==> src/rtl/mux4_rr_arbiter.sv <==
// rtl/mux4_rr_arbiter.sv - round-robin select generator for a 4:1 mux (optional LOCK via MUX4_RR_LOCK_EN)
module mux4_rr_arbiter #(
  parameter int HOLD_CYCLES = 4,
  parameter int CNT_W       = 3
) (
  input  logic       CLK,
  input  logic       RST,
  input  logic       EN,
  input  logic [3:0] REQ,
`ifdef MUX4_RR_LOCK_EN
  input  logic       LOCK,
`endif
  output logic       S0,
  output logic       S1,
  output logic [3:0] GNT,
  output logic       VALID,
  output logic       SWITCH
);

  typedef enum logic {ST_IDLE = 1'b0, ST_GRANT = 1'b1} state_t;

  localparam logic [CNT_W-1:0] HOLD_M1 = CNT_W'(HOLD_CYCLES - 1);

  state_t           r_state;
  logic [1:0]       r_ptr;     // index of the most recent grant
  logic [1:0]       r_sel;
  logic [CNT_W-1:0] r_cnt;
  logic [3:0]       r_gnt;
  logic             r_valid;
  logic             r_switch;

  logic [1:0]       w_pick;
  logic             w_arb;
  logic             w_lock;
  logic             w_release;

`ifdef MUX4_RR_LOCK_EN
  assign w_lock = LOCK;
`else
  assign w_lock = 1'b0;
`endif

  assign w_arb = EN && (REQ != 4'b0000);

  // A locked grant ignores expiry; losing the request or enable still ends it.
  assign w_release = ((r_cnt == '0) && !w_lock) || !REQ[r_ptr] || !EN;

  // Search from the channel after the last grant, wrapping; the last channel comes up last.
  always_comb begin
    w_pick = r_ptr;
    for (int i = 4; i >= 1; i--) begin
      if (REQ[r_ptr + 2'(i)]) w_pick = r_ptr + 2'(i);
    end
  end

  // Arbitration FSM; all outputs are registered here.
  always_ff @(posedge CLK) begin
    if (RST) begin
      r_state  <= ST_IDLE;
      r_ptr    <= 2'd3;
      r_sel    <= 2'd0;
      r_cnt    <= '0;
      r_gnt    <= 4'b0000;
      r_valid  <= 1'b0;
      r_switch <= 1'b0;
    end else begin
      r_switch <= 1'b0;
      case (r_state)
        ST_IDLE: begin
          if (w_arb) begin
            r_state  <= ST_GRANT;
            r_gnt    <= 4'b0001 << w_pick;
            r_sel    <= w_pick;
            r_valid  <= 1'b1;
            r_cnt    <= HOLD_M1;
            r_ptr    <= w_pick;
            r_switch <= (w_pick != r_ptr);
          end else begin
            r_gnt   <= 4'b0000;
            r_valid <= 1'b0;
          end
        end
        ST_GRANT: begin
          if (!w_release) begin
            if (!w_lock) r_cnt <= r_cnt - 1'b1;
          end else if (w_arb) begin
            r_gnt    <= 4'b0001 << w_pick;
            r_sel    <= w_pick;
            r_valid  <= 1'b1;
            r_cnt    <= HOLD_M1;
            r_ptr    <= w_pick;
            r_switch <= (w_pick != r_ptr);
          end else begin
            r_state <= ST_IDLE;
            r_gnt   <= 4'b0000;
            r_valid <= 1'b0;
          end
        end
        default: r_state <= ST_IDLE;
      endcase
    end
  end

  assign S0     = r_sel[0];
  assign S1     = r_sel[1];
  assign GNT    = r_gnt;
  assign VALID  = r_valid;
  assign SWITCH = r_switch;

endmodule

==> config.mk <==
export PLATFORM = sky130hd
export DESIGN_NAME = mux4_rr_arbiter
export DESIGN_NICKNAME = d
export VERILOG_FILES = /design/src/rtl/mux4_rr_arbiter.sv
export SDC_FILE = /design/constraint.sdc
export NUM_CORES = 1
export LEC_CHECK = 0
export ABC_CLOCK_PERIOD_IN_PS = 1700
export BUFFER_PORTS_ARGS = -buffer_cell sky130_fd_sc_hd__buf_4
export CAP_MARGIN = 5
export CORE_MARGIN = 2
export CORE_UTILIZATION = 52
export DETAILED_ROUTE_END_ITERATION = 7
export GPL_ROUTABILITY_DRIVEN = 1
export MAX_ROUTING_LAYER = met4
export PLACE_DENSITY = 0.8
export SLEW_MARGIN = 20
export SYNTH_ARGS = -nofsm -noshare
export SYNTH_HDL_FRONTEND = slang
export SYNTH_SLANG_ARGS = --single-unit
==> constraint.sdc <==
create_clock -name CLK -period 1.7 [get_ports CLK]
set_input_delay 0.17 -clock CLK [delete_from_list [all_inputs] [get_ports CLK]]
set_output_delay 0.17 -clock CLK [all_outputs]
set_load 0.05 [all_outputs]
# Word level (Yosys, flattened, before mapping)

Index checks and enable logic that the tools add are counted.

Bits in registers: 14
Input bits: 7
Output and inout bits: 8
Logic and storage cells: 57

Add/sub/neg operators: 4
$lt $le $gt $ge: 4
Eq/ne operators: 2
Shift-type cells: 1
Mux-type cells: 31
Bitwise operators: 1
Reduce and logical (&&, ||, !) cells: 7

Operators with widths:

| kind                | count |
|---|---|
| $mux 2              | 7 |
| $lt 2x3->1 const B  | 4 |
| $mux 1              | 9 |
| $bmux 1 s2          | 4 |
| $mux 4              | 2 |
| $pmux 2 s2          | 2 |
| $pmux 4 s2          | 1 |
| $mux 3              | 2 |
| $pmux 1 s2          | 3 |
| $pmux 3 s2          | 1 |
| $add 2x2->2 const B | 2 |
| $reduce_bool 4->1   | 1 |
| $shl 1x2->4 const A | 1 |
| $logic_not 3->1     | 1 |
| $sub 3x1->3 const B | 1 |
| $add 2x1->2 const B | 1 |
| $logic_not 1->1     | 2 |
| $logic_or 1x1->1    | 2 |
| $ne 2x1->1 const B  | 1 |
| $ne 2x2->1          | 1 |
| $logic_and 1x1->1   | 1 |
| $not 1->1           | 1 |

# Longest topological paths before layout

Gate-level depths: netlist of run 1.

Depth after elaboration: 10
Mapped depth: 6
Mapped depth without buffers: 5

# Worst setup path before layout of run 1

No wires, ideal clock.

Path kind: register to register
From: reg r_ptr[0]
To: reg r_ptr[1]
Library setup time: 0.123 ns
Arrival time: 1.404 ns
Required time: 1.577 ns
Setup slack: 0.173 ns
Cell stages (with the launch flop): 7
Path buffers: 2
Clock period less this slack: 1.527 ns
Path through: dfxtp_1 -> buf_6 -> mux2i_1 -> o22ai_2 -> and2_1 -> buf_6 -> o32a_2

Longest elaborated chain between the ends: 9
Elaborated cells between the ends (all ways): 21
Classes of those cells: add/sub: 3; eq/ne: 1; mux: 14; reduce/logical: 3

Ends and longest elaborated chain:

| element                      | line   | source |
|---|---|---|
| from (decl)                  | 25     | `logic [1:0] r_ptr;` |
| from (signal assigned)       | 76     | `r_ptr <= w_pick;` |
| from (signal assigned)       | 91     | `r_ptr <= w_pick;` |
| $add 2x2->2                  | 52     | `if (REQ[r_ptr + 2'(i)]) w_pick = r_ptr + 2'(i);` |
| $bmux 1 s2                   | 52     |  |
| $mux 1 (not written as such) | 52     |  |
| $mux 2 (3 in a row)          | 52     |  |
| $mux 2                       | 70, 86 |  |
| $mux 2                       | 84     | `if (!w_release) begin` |
| $pmux 2 s2                   | 68     | `case (r_state)` |

Parallel ways exist; a longest one is shown, timed or not. The select of a mux whose other input is x is not followed.
A chain may end at the register's enable or synchronous reset.

# Final worst setup path of run 1

From: reg r_ptr[0]
To: reg r_gnt[2], in the netlist GNT[2]

Longest elaborated chain between the ends: 10
Elaborated cells between the ends (all ways): 22
Classes of those cells: add/sub: 3; eq/ne: 1; shift: 1; mux: 14; reduce/logical: 3

Ends and longest elaborated chain:

| element                      | line   | source |
|---|---|---|
| $add 2x2->2                  | 52     |  |
| $bmux 1 s2                   | 52     |  |
| $mux 1 (not written as such) | 52     |  |
| $mux 2 (3 in a row)          | 52     |  |
| $shl 1x2->4                  | 72, 87 |  |
| $mux 4                       | 70, 86 |  |
| $mux 4                       | 84     |  |
| $pmux 4 s2                   | 68     |  |
| to (signal assigned)         | 72     | `r_gnt <= 4'b0001 << w_pick;` |
| to (signal assigned)         | 87     | `r_gnt <= 4'b0001 << w_pick;` |
| to (decl)                    | 28     | `logic [3:0] r_gnt;` |

Parallel ways exist; a longest one is shown, timed or not. The select of a mux whose other input is x is not followed.

==> impl_table.tex, run 1 <==
\begin{tabular}{lr}
\hline
Metric & Value \\
\hline
\multicolumn{2}{l}{\textbf{GRT}} \\
Global routing met1 resource utilization & 0.262 \\
Overall routing resource usage & 0.210 \\
Wire length of the first global-routing pass & between 2000 and 3000 microns \\
Busiest layer in global routing & met2 \\
Vias in the first global route & about 600 \\
Largest net degree at the start of global routing & 14 \\
Global route total overflow & 0 \\
Antenna violations before repair & 0 \\
Met2 track demand over resource & 0.320 \\
Global routing usage on met3 & 0.0819 \\
\multicolumn{2}{l}{\textbf{Synth}} \\
Largest cells by area after synthesis & sky130\_fd\_sc\_hd\_\_dfxtp\_1 (36\%), sky130\_fd\_sc\_hd\_\_o41ai\_1 (5.7\%), sky130\_fd\_sc\_hd\_\_mux2i\_1 (3.9\%), sky130\_fd\_sc\_hd\_\_ha\_1 (3.3\%), sky130\_fd\_sc\_hd\_\_nand4\_1 (3.3\%) \\
Unique masters post-synth & 36 \\
EDFF count, synth & 0 \\
Cell area after synthesis & approximately 770 sq um \\
Library cell occupying the most area in the post-synthesis netlist & sky130\_fd\_sc\_hd\_\_dfxtp\_1 \\
Nets in the synthesized netlist & 93 \\
Share of flip-flops with an asynchronous set or reset & 0 \\
Average instance area after synthesis & approximately 9.1 sq um \\
Area share of the largest cell type after synthesis & 0.365 \\
Sequential area share after synthesis & 0.365 \\
Most common flop cell mapped by yosys & sky130\_fd\_sc\_hd\_\_dfxtp\_1 \\
Number of flip-flops and latches in the synthesized netlist & 14 \\
Synthesis Warnings & 0 \\
Post-synthesis cell count & 84 \\
\multicolumn{2}{l}{\textbf{Route}} \\
Final routed wirelength across all metal layers & roughly 1700 microns \\
Number of design rule violations left after detail routing & 0 \\
Routed via count divided by cell count & 5.99 \\
Routed via count & 713 \\
Avg WL per Cell & 14.3 microns \\
Router iterations before antenna repair & 4 \\
Starting DRC count in detailed routing & 18 \\
DRT antenna net count & 0 \\
\multicolumn{2}{l}{\textbf{Floorplan}} \\
Die area & 0.00180 sq mm \\
Number of top-level pins & 15 \\
Vertical die dimension & approximately 42 microns \\
Core Region & 0.00133 sq mm \\
Initial Util & 0.576 \\
Core Rows & 13 \\
Die span in x & 42.4 microns \\
\multicolumn{2}{l}{\textbf{Timing}} \\
Period utilization & 0.920 \\
Summed negative setup slack over all endpoints & 0 ns \\
Final worst clock skew & 0.00664 ns \\
Actual slew at the worst max-slew pin & 0.395 ns \\
Tightest slew margin relative to the limit & 0.736 \\
Final-report setup violation count & 0 \\
Final Hold Vio Count & 0 \\
Tmin final & 1.56 ns \\
Final-report max-slew violation count & 0 \\
Highest achievable clock rate & between 600 and 700 MHz \\
RSZ-0062 raised after global routing & no \\
\multicolumn{2}{l}{\textbf{Clock tree}} \\
Clock Pin Slew Worst Setup and Hold Paths & around 0.09 ns \\
Clock buffers created by TritonCTS & 3 \\
Hold Buf Count CTS & 0 \\
Insertion delay to the later sink of the worst-skew pair & 0.28 ns \\
Post-CTS Setup Inserts & 0 \\
Longest Clk Path Bufs & 2 \\
CTS sink count & 14 \\
CTS Root Buffer Type & sky130\_fd\_sc\_hd\_\_clkbuf\_4 \\
CTS tree & built \\
Count of H-tree levels built during CTS & 1 \\
\multicolumn{2}{l}{\textbf{Final layout}} \\
Fraction of final layout cells with drive strength greater than 1 & 0.288 \\
Antenna Cells & 0 \\
Layout Nets & 114 \\
Count of fill cells added during filler insertion & $\sim$110 \\
Area growth from synthesis to layout & 23.1\% \\
\multicolumn{2}{l}{\textbf{Place}} \\
HPWL after detailed placement & between 1000 and 1500 microns \\
Buffers added on ports & 14 \\
GPL Wtd Cong & approximately 0.91 \\
\multicolumn{2}{l}{\textbf{Power}} \\
LEAKAGE & about 0.41 nW \\
Final Power & 838 uW \\
Power density of the placed cells & between 800 and 900 mW/mm\^{}2 \\
Worst-case vdd ir drop & 0.727 mV \\
\multicolumn{2}{l}{\textbf{Worst setup path}} \\
WS Path Type & flop to flop \\
Required time at the endpoint of the critical path & 1.87 ns \\
Type of element capturing the critical path & flop \\
Worst EP arrival & 1.74 ns \\
Sort of element at the start of the critical path & flop \\
Critical path fanouts, max & 8 \\
\multicolumn{2}{l}{\textbf{Flow run}} \\
Max-cap violation count & 0 \\
\multicolumn{2}{l}{\textbf{Hold path}} \\
Path category of the worst min-delay check & primary input to flop \\
\multicolumn{2}{l}{\textbf{Run status}} \\
Outcome & complete, no violations \\
\hline
\end{tabular}
-- state kept, by name, indices dropped and copies added (netlist names) --
| register | cells |
|---|---|
| GNT | 4 |
| r_cnt | 3 |
| r_ptr | 2 |
| r_sel | 2 |
| SWITCH | 1 |
| VALID | 1 |
| r_state | 1 |
-- layout make-up --
type                    count  area [sq um]  area share
inverters                   6          22.5      0.0238
repair buffers             21           158       0.167
flip-flops and latches     14           282       0.298
well taps                  15          18.8      0.0198
multi-input cells          59           429       0.454
clock buffers               4          36.3      0.0384
-- cell families after synthesis --
logic type	share of synthesized area
mux	0.0391
fa+ha+maj	0.0326
simple gates	0.197
flops	0.365
buf+inv	0.0765
compound gates	0.290
-- Yosys cell counts, types with 2 or more instances --
master,count
sky130_fd_sc_hd__a211oi_1,3
sky130_fd_sc_hd__nand3b_1,2
sky130_fd_sc_hd__a21boi_0,2
sky130_fd_sc_hd__buf_6,2
sky130_fd_sc_hd__ha_1,2
sky130_fd_sc_hd__nand3_1,3
sky130_fd_sc_hd__nand4_1,4
sky130_fd_sc_hd__dfxtp_1,14
sky130_fd_sc_hd__inv_1,6
sky130_fd_sc_hd__nor2_1,6
sky130_fd_sc_hd__buf_2,2
sky130_fd_sc_hd__o41ai_1,5
sky130_fd_sc_hd__mux2i_1,3
sky130_fd_sc_hd__o21ai_0,2
sky130_fd_sc_hd__nand2b_1,2
sky130_fd_sc_hd__nor2b_1,2
sky130_fd_sc_hd__nand2_1,5
-- final timing paths --
path	startpoint	end	slack, ns	cells past startpoint
max reg2reg	r_ptr[0]$_SDFFE_PP1P_	GNT[2]$_SDFFE_PP0N_	0.14	4
min	RST	r_cnt[0]$_SDFF_PP0_	0.15	2
max	r_ptr[0]$_SDFFE_PP1P_	GNT[2]$_SDFFE_PP0N_	0.14	4
min reg2reg	r_cnt[0]$_SDFF_PP0_	r_cnt[0]$_SDFF_PP0_	0.48	1
-- metrics by stage --
stage | instances | utilization | hold WS [ns] | cell area, sq um | setup slack [ns]
floorplan | 84 | - | 0.270 | 768 | 0.173
global placement | 115 | 0.681 | 0.451 | 908 | 0.103
detailed placement | 115 | 0.681 | 0.450 | 908 | 0.0781
CTS | 119 | 0.708 | 0.144 | 945 | 0.0638
global route | 119 | 0.709 | 0.164 | 946 | 0.0495
finish | 119 | 0.709 | 0.152 | 946 | 0.137
-- cell usage in the layout, fill, tap and decap left out, types with 2 or more instances in the layout --
cell type,Yosys,final
sky130_fd_sc_hd__nand3b_1,2,2
sky130_fd_sc_hd__ha_1,2,2
sky130_fd_sc_hd__nand2_1,5,5
sky130_fd_sc_hd__dfxtp_1,14,13
sky130_fd_sc_hd__o21ai_0,2,2
sky130_fd_sc_hd__nor2_1,6,6
sky130_fd_sc_hd__nand4_1,4,4
sky130_fd_sc_hd__o41ai_1,5,5
sky130_fd_sc_hd__nor2b_1,2,2
sky130_fd_sc_hd__a211oi_1,3,3
sky130_fd_sc_hd__buf_4,0,21
sky130_fd_sc_hd__a21boi_0,2,2
sky130_fd_sc_hd__nand3_1,3,3
sky130_fd_sc_hd__nand2b_1,2,2
sky130_fd_sc_hd__inv_1,6,6
sky130_fd_sc_hd__mux2i_1,3,3
sky130_fd_sc_hd__clkbuf_4,0,3
-- per-layer routing --
layer | vias up | part of all wire
met5 | - | 0
met4 | 0 | 0.0035
met3 | 2 | 0.048
met2 | 17 | 0.47
met1 | 333 | 0.48
li1 | 361 | -
-- where the power goes --
part	total, mW	switching (mW)	leakage (nW)	internal [mW]
clock network	0.242	0.112	0.0210	0.130
logic	0.226	0.134	0.278	0.0918
registers	0.370	0.0175	0.115	0.352
-- worst max-delay path, stage by stage (launching register included) --
cell and delay [ns]:
sky130_fd_sc_hd__dfxtp_2 0.41, sky130_fd_sc_hd__and2b_1 0.20, sky130_fd_sc_hd__o21a_1 0.21, sky130_fd_sc_hd__a211o_1 0.30, sky130_fd_sc_hd__o41ai_1 0.33
-- what timing repair did --
item | in CTS | in global routing
setup endpoints to repair | 0 | 5
hold endpoints to repair | 0 | 0
resized for setup | 0 | 1
Note: power is estimated with default switching activity, not from simulation.
==> run 2: changes to the inputs <==
==> constraint.sdc (replaced) <==
create_clock -name CLK -period 1.7 [get_ports CLK]
set_input_delay 0 -clock CLK [delete_from_list [all_inputs] [get_ports CLK]]
set_output_delay 0 -clock CLK [all_outputs]
set_load 0.05 [all_outputs]
==> impl_table.tex, run 2 (synthesis results as in run 1) <==
\begin{tabular}{lr}
\hline
Metric & Value \\
\hline
\multicolumn{2}{l}{\textbf{Power}} \\
Int Pwr & 573 uW \\
Switching share of total power & 0.309 \\
Worst-case vdd ir drop & between 0.6 and 0.7 mV \\
Sequential power share & 0.447 \\
Combinational group share of total power & 0.270 \\
Share of power burned in the clock network & 0.283 \\
Power density of the placed cells & 881 mW/mm\^{}2 \\
LEAKAGE & 0.408 nW \\
Final Power & 829 uW \\
Net load switching power & approximately 260 uW \\
\multicolumn{2}{l}{\textbf{GRT}} \\
Global routing met1 resource utilization & 0.247 \\
Largest net degree at the start of global routing & 14 \\
Global route total overflow & 0 \\
Global routing usage on met3 & 0.0690 \\
Overall routing resource usage & 0.206 \\
Busiest layer in global routing & met2 \\
Met2 track demand over resource & 0.323 \\
Antenna violations before repair & 0 \\
Vias in the first global route & 651 \\
Wire length of the first global-routing pass & 2790 microns \\
\multicolumn{2}{l}{\textbf{Route}} \\
Final routed wirelength across all metal layers & approximately 1700 microns \\
Routed via count divided by cell count & 6.12 \\
Router iterations before antenna repair & 4 \\
Number of design rule violations left after detail routing & 0 \\
Avg WL per Cell & 14.1 microns \\
DRT antenna net count & 0 \\
Starting DRC count in detailed routing & 31 \\
Routed via count & $\sim$720 \\
\multicolumn{2}{l}{\textbf{Hold path}} \\
Path category of the worst min-delay check & primary input to flop \\
\multicolumn{2}{l}{\textbf{Place}} \\
Worst slack at placement & 0.0754 ns \\
Buffers added on ports & 14 \\
HPWL after detailed placement & 1240 microns \\
GPL Wtd Cong & 0.849 \\
DP Cell Count & 113 \\
\multicolumn{2}{l}{\textbf{Timing}} \\
Final-report setup violation count & 0 \\
Final worst clock skew & 0.00793 ns \\
RSZ-0062 raised after global routing & no \\
Fin Hold WS & 0.0382 ns \\
Final-report max-slew violation count & 0 \\
Highest achievable clock rate & 648 MHz \\
Setup slack after layout & 0.156 ns \\
Final Hold Vio Count & 0 \\
Period utilization & 0.908 \\
Tmin final & 1.54 ns \\
Summed negative setup slack over all endpoints & 0 ns \\
Tightest slew margin relative to the limit & 0.637 \\
Actual slew at the worst max-slew pin & 0.539 ns \\
\multicolumn{2}{l}{\textbf{Flow run}} \\
Max-cap violation count & 0 \\
\multicolumn{2}{l}{\textbf{Final layout}} \\
Number of non-filler instances in the completed layout & approximately 120 \\
Count of fill cells added during filler insertion & about 110 \\
Area growth from synthesis to layout & 22.5\% \\
Antenna Cells & 0 \\
Layout Nets & 113 \\
Max FFs per register & 4 \\
Commonest cells after routing, fill and taps aside & sky130\_fd\_sc\_hd\_\_buf\_4 (19), sky130\_fd\_sc\_hd\_\_dfxtp\_1 (13), sky130\_fd\_sc\_hd\_\_inv\_1 (6), sky130\_fd\_sc\_hd\_\_nor2\_1 (6) \\
Fraction of final layout cells with drive strength greater than 1 & 0.272 \\
Leading cell type in the layout, fill and taps excluded & sky130\_fd\_sc\_hd\_\_buf\_4 \\
\multicolumn{2}{l}{\textbf{Clock tree}} \\
Longest Clk Path Bufs & 2 \\
Insertion delay to the later sink of the worst-skew pair & 0.28 ns \\
Post-CTS Setup Inserts & 0 \\
CTS Root Buffer Type & sky130\_fd\_sc\_hd\_\_clkbuf\_4 \\
CTS tree & built \\
CTS sink count & 14 \\
Clock buffers created by TritonCTS & 3 \\
Count of H-tree levels built during CTS & 1 \\
Clock Pin Slew Worst Setup and Hold Paths & 0.08 ns \\
\multicolumn{2}{l}{\textbf{Floorplan}} \\
Initial Util & 0.576 \\
Core Region & about 0.0013 sq mm \\
Die area & approximately 0.0018 sq mm \\
Vertical die dimension & between 40 and 50 microns \\
Number of top-level pins & 15 \\
Core Rows & 13 \\
Die span in x & 42.4 microns \\
\multicolumn{2}{l}{\textbf{Run status}} \\
Outcome & complete, no violations \\
\multicolumn{2}{l}{\textbf{Worst setup path}} \\
Worst path bufs/invs & 0 \\
Cells traversed along the worst timing path & mux2i\_1 > o22ai\_2 > and2\_1 > o32a\_2 \\
Worst EP arrival & 1.72 ns \\
WS Path Type & flop to flop \\
Worst stage delay on the critical path & 0.40 ns \\
Standard cell with the maximum stage delay on the critical path & sky130\_fd\_sc\_hd\_\_dfxtp\_2 \\
Sort of element at the start of the critical path & flop \\
Type of element capturing the critical path & flop \\
Critical path fanouts, max & 10 \\
Cell family contributing the most delay on the critical path & compound AO/OA/AOI/OAI gates \\
Required time at the endpoint of the critical path & 1.87 ns \\
\hline
\end{tabular}
[run 2: path summary, 6_finish.rpt]
check	start	endpoint	slack, ns	cells past startpoint
max	r_ptr[0]$_SDFFE_PP1P_	r_ptr[1]$_SDFFE_PP1P_	0.16	4
min	REQ[1]	SWITCH$_SDFF_PP0_	0.04	3
max reg2reg	r_ptr[0]$_SDFFE_PP1P_	r_ptr[1]$_SDFFE_PP1P_	0.16	4
min reg2reg	VALID$_SDFFE_PP0N_	VALID$_SDFFE_PP0N_	0.47	2
[run 2: stage by stage]
stage / cell area, sq um / utilization
2_1_floorplan: 768 / -
3_3_place_gp: 893 / 0.670
3_5_place_dp: 893 / 0.670
4_1_cts: 940 / 0.705
5_1_grt: 941 / 0.705
6_report: 941 / 0.705
[run 2: what timing repair did]
item	in CTS	in global routing
endpoints found under the setup margin	0	6
endpoints found under the hold margin	3	0
hold buffers	1	0
resized for setup	0	1
[run 2: cell type report]
type	instances	area, sq um	area share
Timing Repair Buffer	20	153	0.162
Clock buffer	4	36.3	0.0386
Multi-Input combinational cell	59	429	0.456
Tap cell	15	18.8	0.0199
Inverter	6	22.5	0.0239
Sequential cell	14	282	0.299
[run 2: worst reg2reg max path, stage by stage (launching register included)]
cell	delay (ns)
sky130_fd_sc_hd__dfxtp_2	0.40
sky130_fd_sc_hd__mux2i_1	0.25
sky130_fd_sc_hd__o22ai_2	0.13
sky130_fd_sc_hd__and2_1	0.26
sky130_fd_sc_hd__o32a_2	0.40
[run 2: power groups by stage]
stage,combinational [mW],sequential (mW),clock (mW)
floorplan,0.112,0.415,0
global placement,0.219,0.376,0
detailed placement,0.221,0.377,0
finish,0.224,0.370,0.234
global route,0.240,0.375,0.251
CTS,0.223,0.370,0.238
[run 2: layer usage]
| metal | part of all wire | wire (microns) |
|---|---|---|
| met5 | 0 | 0 |
| met4 | 0.028 | 47 |
| met3 | 0.049 | 82 |
| met2 | 0.45 | 752 |
| met1 | 0.47 | 782 |
